--- src/rtl/scanline_shifter.sv ---
// scanline_shifter
//   Serializes one scanline of 1-bpp pixels from a byte-wide scanline RAM.
//   A line_start request loads byte 0 and then emits pixels MSB first, one
//   per pix_en strobe, fetching the next byte without a bubble.
//   It pulses line_done once after the last pixel of the line is consumed.
//
// Ports
//   clk        : clock, all logic on posedge
//   rst_n      : asynchronous active-low reset
//   line_start : one-cycle request to start a line (honoured only in IDLE)
//   pix_en     : pixel strobe, consumes the presented pixel
//   hflip      : (SCANLINE_HFLIP_EN only) mirror the line, sampled at start
//   ram_addr   : scanline RAM read address
//   ram_data   : RAM byte at ram_addr, combinational read
//   pix_out    : current pixel
//   pix_valid  : pix_out is valid
//   pix_x      : column of the presented pixel
//   busy       : high while loading or shifting
//   line_done  : one-cycle pulse after the last pixel
//
// Optional feature: define SCANLINE_HFLIP_EN to add the hflip input.

module scanline_shifter #(
  parameter int unsigned NUM_BYTES = 20
) (
  input  logic       clk,
  input  logic       rst_n,
  input  logic       line_start,
  input  logic       pix_en,
`ifdef SCANLINE_HFLIP_EN
  input  logic       hflip,
`endif
  output logic [4:0] ram_addr,
  input  logic [7:0] ram_data,
  output logic       pix_out,
  output logic       pix_valid,
  output logic [7:0] pix_x,
  output logic       busy,
  output logic       line_done
);

  typedef enum logic [1:0] {IDLE, LOAD, SHIFT, DONE} state_e;

  localparam logic [4:0] END_IDX  = 5'(NUM_BYTES);
  localparam logic [4:0] LAST_IDX = 5'(NUM_BYTES - 1);

  state_e      state_q, state_d;
  logic [7:0]  shift_q, shift_d;
  logic [2:0]  bit_q,   bit_d;
  logic [4:0]  idx_q,   idx_d;   // number of bytes already fetched this line
  logic [7:0]  x_q,     x_d;
  logic        flip;

`ifdef SCANLINE_HFLIP_EN
  logic flip_q, flip_d;

  always_ff @(posedge clk or negedge rst_n) begin
    if (!rst_n) flip_q <= 1'b0;
    else        flip_q <= flip_d;
  end

  always_comb begin
    flip_d = flip_q;
    if (state_q == IDLE && line_start) flip_d = hflip;
  end

  assign flip = flip_q;
`else
  assign flip = 1'b0;
`endif

  always_ff @(posedge clk or negedge rst_n) begin
    if (!rst_n) begin
      state_q <= IDLE;
      shift_q <= '0;
      bit_q   <= '0;
      idx_q   <= '0;
      x_q     <= '0;
    end else begin
      state_q <= state_d;
      shift_q <= shift_d;
      bit_q   <= bit_d;
      idx_q   <= idx_d;
      x_q     <= x_d;
    end
  end

  always_comb begin
    state_d = state_q;
    shift_d = shift_q;
    bit_d   = bit_q;
    idx_d   = idx_q;
    x_d     = x_q;
    unique case (state_q)
      IDLE: begin
        idx_d = '0;
        bit_d = '0;
        x_d   = '0;
        if (line_start) state_d = LOAD;
      end
      LOAD: begin
        shift_d = ram_data;
        idx_d   = 5'd1;
        bit_d   = '0;
        x_d     = '0;
        state_d = SHIFT;
      end
      SHIFT: begin
        if (pix_en) begin
          if (bit_q != 3'd7) begin
            shift_d = flip ? (shift_q >> 1) : (shift_q << 1);
            bit_d   = bit_q + 3'd1;
            x_d     = x_q + 8'd1;
          end else if (idx_q < END_IDX) begin
            shift_d = ram_data;
            idx_d   = idx_q + 5'd1;
            bit_d   = '0;
            x_d     = x_q + 8'd1;
          end else begin
            shift_d = '0;
            idx_d   = '0;
            bit_d   = '0;
            x_d     = '0;
            state_d = DONE;
          end
        end
      end
      DONE: begin
        state_d = IDLE;
      end
      default: state_d = IDLE;
    endcase
  end

  // Address is derived from the fetch count so both scan directions share one
  // counter; the mirrored address clamps at 0 once every byte has been fetched.
  always_comb begin
    ram_addr = '0;
    if (state_q == LOAD || state_q == SHIFT) begin
      if (flip) ram_addr = (idx_q >= END_IDX) ? '0 : (LAST_IDX - idx_q);
      else      ram_addr = idx_q;
    end
  end

  assign pix_valid = (state_q == SHIFT);
  assign pix_out   = pix_valid & (flip ? shift_q[0] : shift_q[7]);
  assign pix_x     = pix_valid ? x_q : '0;
  assign busy      = (state_q == LOAD) || (state_q == SHIFT);
  assign line_done = (state_q == DONE);

endmodule

--- config.mk ---
export PLATFORM = sky130hd
export DESIGN_NAME = scanline_shifter
export DESIGN_NICKNAME = d
export VERILOG_FILES = /design/src/rtl/scanline_shifter.sv
export SDC_FILE = /design/constraint.sdc
export NUM_CORES = 1
export LEC_CHECK = 0
export CORE_MARGIN = 2
export CORE_UTILIZATION = 52
export CTS_BUF_LIST = sky130_fd_sc_hd__clkbuf_4
export CTS_CLUSTER_SIZE = 14
export DETAILED_ROUTE_END_ITERATION = 8
export PLACE_DENSITY = 0.8
export SETUP_SLACK_MARGIN = 0.5
export SYNTH_ARGS = -nofsm -noshare
export SYNTH_HDL_FRONTEND = slang
export SYNTH_SLANG_ARGS = --single-unit
export TNS_END_PERCENT = 10
--- constraint.sdc ---
create_clock -name clk -period 1.89 [get_ports clk]
set_input_delay 0.4725 -clock clk [delete_from_list [all_inputs] [get_ports clk]]
set_output_delay 0.4725 -clock clk [all_outputs]
set_load 0.02 [all_outputs]
# Yosys cells after proc, flatten, opt, wreduce, memory -nomap -nowiden
# Index checks and enable logic that the tools add are counted.
[word_totals]
input_bits = 12
ff_bits = 26
mem_bits_ro = 0
wordCells = 50
n_memories = 0
mem_bits_rw = 0
latch_bits = 0
[op_classes]
n_eq_ne = 8
bitwise_logic = 1
n_shift = 0
div = 0
reduce_logical = 10
add_sub_neg = 3
n_mul = 0
magnitude_cmp = 1
muxes = 22
[ops]
columns = ["operator", "n"]
rows = [
  ["two-way mux 8 bit", 7],
  ["one-hot mux 8 bit (2 select lines)", 2],
  ["two-way mux 5 bit", 4],
  ["one-hot mux 5 bit (3 select lines)", 1],
  ["adder 8 x 1 -> 8 bit, second input constant", 1],
  ["two-way mux 2 bit", 4],
  ["!= test 2 bit, second input constant", 4],
  ["one-hot mux 2 bit (4 select lines)", 1],
  ["two-way mux 3 bit", 2],
  ["one-hot mux 3 bit (2 select lines)", 1],
  ["adder 5 x 1 -> 5 bit, second input constant", 1],
  ["less-than comparator 5 bit, second input constant", 1],
  ["== test 2 bit, second input constant", 2],
  ["AND reduction 2 bit", 2],
  ["AND reduction 4 bit", 1],
  ["nonzero test 2 bit", 2],
  ["adder 3 x 1 -> 3 bit, second input constant", 1],
  ["!= test 3 bit, second input constant", 1],
  ["AND reduction 3 bit", 1],
  ["nonzero test 3 bit", 1],
  ["== test 2 x 1 -> 1 bit, second input constant", 1],
  ["zero test 2 bit", 1],
  ["OR reduction 2 bit", 1],
  ["AND 1 bit", 1],
  ["logical OR 1 bit", 1],
]

# Depth between registers and ports, before layout
[logic_depth]
word_depth = 5
ltp_mapped = 7
depth_no_buf = 6

# Least setup slack after synthesis
# No wires, ideal clock.
[synth_timing]
path_kind = "register -> output"
from = "register state_q[0]"
to = "output port pix_out"
t_arrival_ps = 1611
path_buffers = 2
path_stages_with_launch = 6
setup_slack_ps = -194
path_cell_list = "dfrtp_1 > inv_1 > ha_1 > buf_4 > clkbuf_1 > and2_1"
[synth_via]
elab_chain_cells = 2
[synth_rtl]
columns = ["item", "line", "rtl"]
rows = [
  ["from (decl)", "47", "state_e state_q, state_d;"],
  ["from (signal assigned)", "80", "state_q <= state_d;"],
  ["== test 2 bit", "145", "assign pix_valid = (state_q == SHIFT);"],
  ["named net pix_valid", "36", "output logic pix_valid,"],
  ["AND 1 bit", "146", "assign pix_out = pix_valid & (flip ? shift_q[0] : shift_q[7]);"],
  ["to (decl)", "35", "output logic pix_out,"],
]
# The timed path passes the listed nets, and every way through them passes these cells.

# Worst setup path after layout
[layout_timing]
from = "register state_q[0]"
to = "output port ram_addr[3]"
[layout_via]
elab_chain_cells = 3
word_cells_on_any_way = 4
[layout_rtl]
columns = ["item", "line", "rtl"]
rows = [
  ["== test 2 x 1 -> 1 bit or == test 2 bit (tied branches)", "139", "if (state_q == LOAD || state_q == SHIFT) begin"],
  ["logical OR 1 bit *", "139", ""],
  ["two-way mux 5 bit *", "139", ""],
  ["to (decl)", "33", "output logic [4:0] ram_addr,"],
]
# Mark *: on every way between the ends. The rest lies on a longest branch, timed or not.

==> results.toml <==
[run_status]
status = "finished, violations left"
violations = "setup timing"

[detailed_routing]
detailroute.via_count = 1522
finalWirelength_mm = 5.044
drt.antenna.violating_nets = 0
detail_route.wl_per_cell_um = 20.93
drc_violation_total_after_the_first_tritonroute_iteration = 97
drt_first_pass_iters = 4
drc = 0
vias_per_cell = 6.315

[power]
power.density_cell_area_mw_per_mm2 = 1519
pwr-share-comb = 0.697
vdd_ir_drop_max_v = 0.001423
clock_power_share = 0.069
p_seq_frac = 0.234
power.switching_mw = 1.618
cellInternalPower_mw = 2.030
static-leakage-power_nw = 1.074
power_switching_share = 0.4435

[worst_setup_path]
critical_path_start_type = "register"
critPathTopFamily = "flip-flops"
ff2ff_setup_slack_ps = 10
r2r_startpoint = "state_q[0]$_DFFE_PN0P_"
r2r_cells = 8
cp_slowest_stage_delay_ps = 430
critical_path.slowest_cell = "sky130_fd_sc_hd__dfrtp_1"
timing.critical_path.cells = "inv_2 > buf_6 > ha_4 > and2_4 > buf_6"
critPathKind = "reg2out"
biggest_fanout_along_the_worst_timing_path = 8
critical_path.n_buffers_inverters = 3
critical_path.reg2reg.endpoint = "state_q[1]$_DFFE_PN0P_"
cp.arrival_ps = 1550
path_common_cell = "sky130_fd_sc_hd__buf_6"
worstPathRequired_ps = 1420
end_kind = "output pin"

[synth]
most_repeated_cell_in_the_gate_level_netlist_after_synthesis = "sky130_fd_sc_hd__dfrtp_1"
asyncSetResetFlopFracSynth = 1.000
yosysSeqAreaShare = 0.4231
synthTopCellsByCount = "26 x sky130_fd_sc_hd__dfrtp_1, 25 x sky130_fd_sc_hd__nand2_1, 14 x sky130_fd_sc_hd__and2_1"
yosys_warnings = 0
netlist.area_leader.share = 0.4231
synthTopCellsByArea = "sky130_fd_sc_hd__dfrtp_1 42%, sky130_fd_sc_hd__ha_1 7.3%, sky130_fd_sc_hd__nand2_1 6.1%"
post_synth_inst_count = 161
synth-main-ff-cell = "sky130_fd_sc_hd__dfrtp_1"
synthesis.nets = 182
synth_edf_count = 0
post-synth-top-area-cell = "sky130_fd_sc_hd__dfrtp_1"
synthesis.area_per_instance_um2 = 9.551
synth_seq_cells = 26
syn_area_mm2 = 0.001538
netlist-cell-type-count = 40

[floorplanning]
core_region_area_mm2 = 0.002781
io_pins = 29
start_util = 0.5529
rows = 19
dieArea_mm2 = 0.003408
die_x_um = 58.38
chipHeight_um = 58.38

[timing]
fin_crit_ps = 2018
slew_headroom = 0.7643
report.final.slew_viol_count = 0
max_freq_mhz = 495.6
setup-violations-final = 12
layout_worst_path_cycle_share = 1.068
report.final.hold_viol_count = 0
fin_skew_ps = 2.317
finalWorstSetupSlack_ps = -127.7
timing_worst_slew_pin_value_ps = 351.2
grt_setup_unrepaired = "true"
setup-tns-final_ps = -737.9

[grt]
grt_first_pass_wirelength_mm = 7.562
grt_util_met1 = 0.3666
grt_usage = 0.2968
grt_antenna_before_repair = 0
globalRouteMet3Util = 0.05275
globalRoute.totalOverflow = 0
met2_usage = 0.5120
top_usage_layer = "met2"
first_global_vias = 1523
grt_start_max_net_pins = 27

[clock_tree]
cts_made_buffers = 3
tritoncts = "done"
clockRootBuffer = "sky130_fd_sc_hd__clkbuf_4"
cts-hold-fix-buffers = 0
path_clk_slew_ps = 140
clk-insertion-delay-late_ps = 330
cts-root-to-sink-buffers = 2
cts_sinks = 26
cts-htree-levels = 1

[final_layout]
layout.core_utilization = 0.8632
post_route_cells_drive_above_1_share = 0.4905
num_antenna_cells = 0
fin_area_mm2 = 0.002401
area_growth_syn_to_layout_pct = 56.14
finish.net_count = 232

[placed_design]
dp_hpwl_mm = 2.581
placed_cell_area_mm2 = 0.002001
pre_cts_slack_ps = -86.25
routabilityCongestion = 0.8280
numPortBuffers = 28

[worst_hold_path]
min_path_type = "in2async"

[run]
drv_cap = 0
cell usage in the layout (no fill, tap or decap), types with 5 or more instances in the layout:
| master | synthesis | final |
|---|---|---|
| sky130_fd_sc_hd__buf_6 | 1 | 28 |
| sky130_fd_sc_hd__dfrtp_1 | 26 | 25 |
| sky130_fd_sc_hd__nand2_1 | 25 | 21 |
| sky130_fd_sc_hd__and2_4 | 1 | 15 |
| sky130_fd_sc_hd__clkdlybuf4s50_1 | 0 | 11 |
| sky130_fd_sc_hd__buf_4 | 2 | 10 |
| sky130_fd_sc_hd__nor2_1 | 11 | 9 |
| sky130_fd_sc_hd__a221o_1 | 8 | 8 |
| sky130_fd_sc_hd__nand3_1 | 8 | 5 |
kinds of logic after synthesis:
family | synth area share
AND/OR/NAND/NOR | 0.2693
multiplexers | 0.007323
adder cells (fa/ha/maj) | 0.07323
buffers and inverters | 0.03905
flip-flops | 0.4231
AO/OA/AOI/OAI | 0.1880
power by group through the flow:
stage	Clock, mW	Sequential (mW)	Combinational [mW]
after floorplan	0	0.820	1.23
after global placement	0	0.830	1.74
after detailed placement	0	0.842	1.81
after CTS	0.248	0.843	2.30
after global routing	0.261	0.872	2.69
final	0.251	0.855	2.54
final cells by class:
cell class / instances / area (um^2)
Tap cell: 31 / 38.79
Timing Repair Buffer: 52 / 545.5
Clock inverter: 1 / 3.754
Clock buffer: 3 / 22.52
Multi-Input combinational cell: 123 / 1120
Fill cell: 136 / 380.4
Sequential cell: 26 / 651.9
Inverter: 5 / 18.77
stage by stage:
stage	power, mW	std cells	hold slack (ps)
4_1_cts	3.394	240	510.4
3_5_place_dp	2.655	230	479.1
5_1_grt	3.823	241	530.8
3_3_place_gp	2.572	230	454.8
6_report	3.648	241	492.3
2_1_floorplan	2.046	161	176.9
worst max-delay path by stage:
stage	from	to	slack, ps	cells past startpoint
2_1_floorplan	state_q[0]$_DFFE_PN0P_	pix_x[2]	220	5
3_3_place_gp	state_q[1]$_DFFE_PN0P_	ram_addr[4]	-50	4
3_5_place_dp	state_q[1]$_DFFE_PN0P_	ram_addr[4]	-90	4
4_1_cts	state_q[0]$_DFFE_PN0P_	ram_addr[0]	-30	5
5_1_grt	state_q[0]$_DFFE_PN0P_	ram_addr[3]	-150	5
6_report	state_q[0]$_DFFE_PN0P_	ram_addr[3]	-130	5
worst register-to-register path: cells and delay by family, from the launching register on:
family | cells | cell delay [ps]
simple gates | 2 | 370
buf+inv | 4 | 470
flops | 1 | 430
fa+ha+maj | 1 | 180
mux | 1 | 330
timing repair:
action / 4_1_cts / 5_1_grt
endpoints found under the setup margin: 42 / 43
pin swaps: 44 / 15
endpoints found under the hold margin: 0 / 0
setup buffers: 6 / 1
resized for setup: 164 / 9
routing by layer:
layer / routed length (um) / share of wire / up-vias
met5: 0 / 0 / -
met4: 160 / 0.032 / 0
met3: 325 / 0.064 / 21
met2: 2602 / 0.52 / 78
met1: 1955 / 0.39 / 748
li1: - / - / 675
flip-flops by register name, summed over array words and instances (netlist names):
name and flops:
shift_q 8, x_q 8, idx_q 5, bit_q 3, state_q 2
No activity file was read; power rests on OpenSTA's default activity.
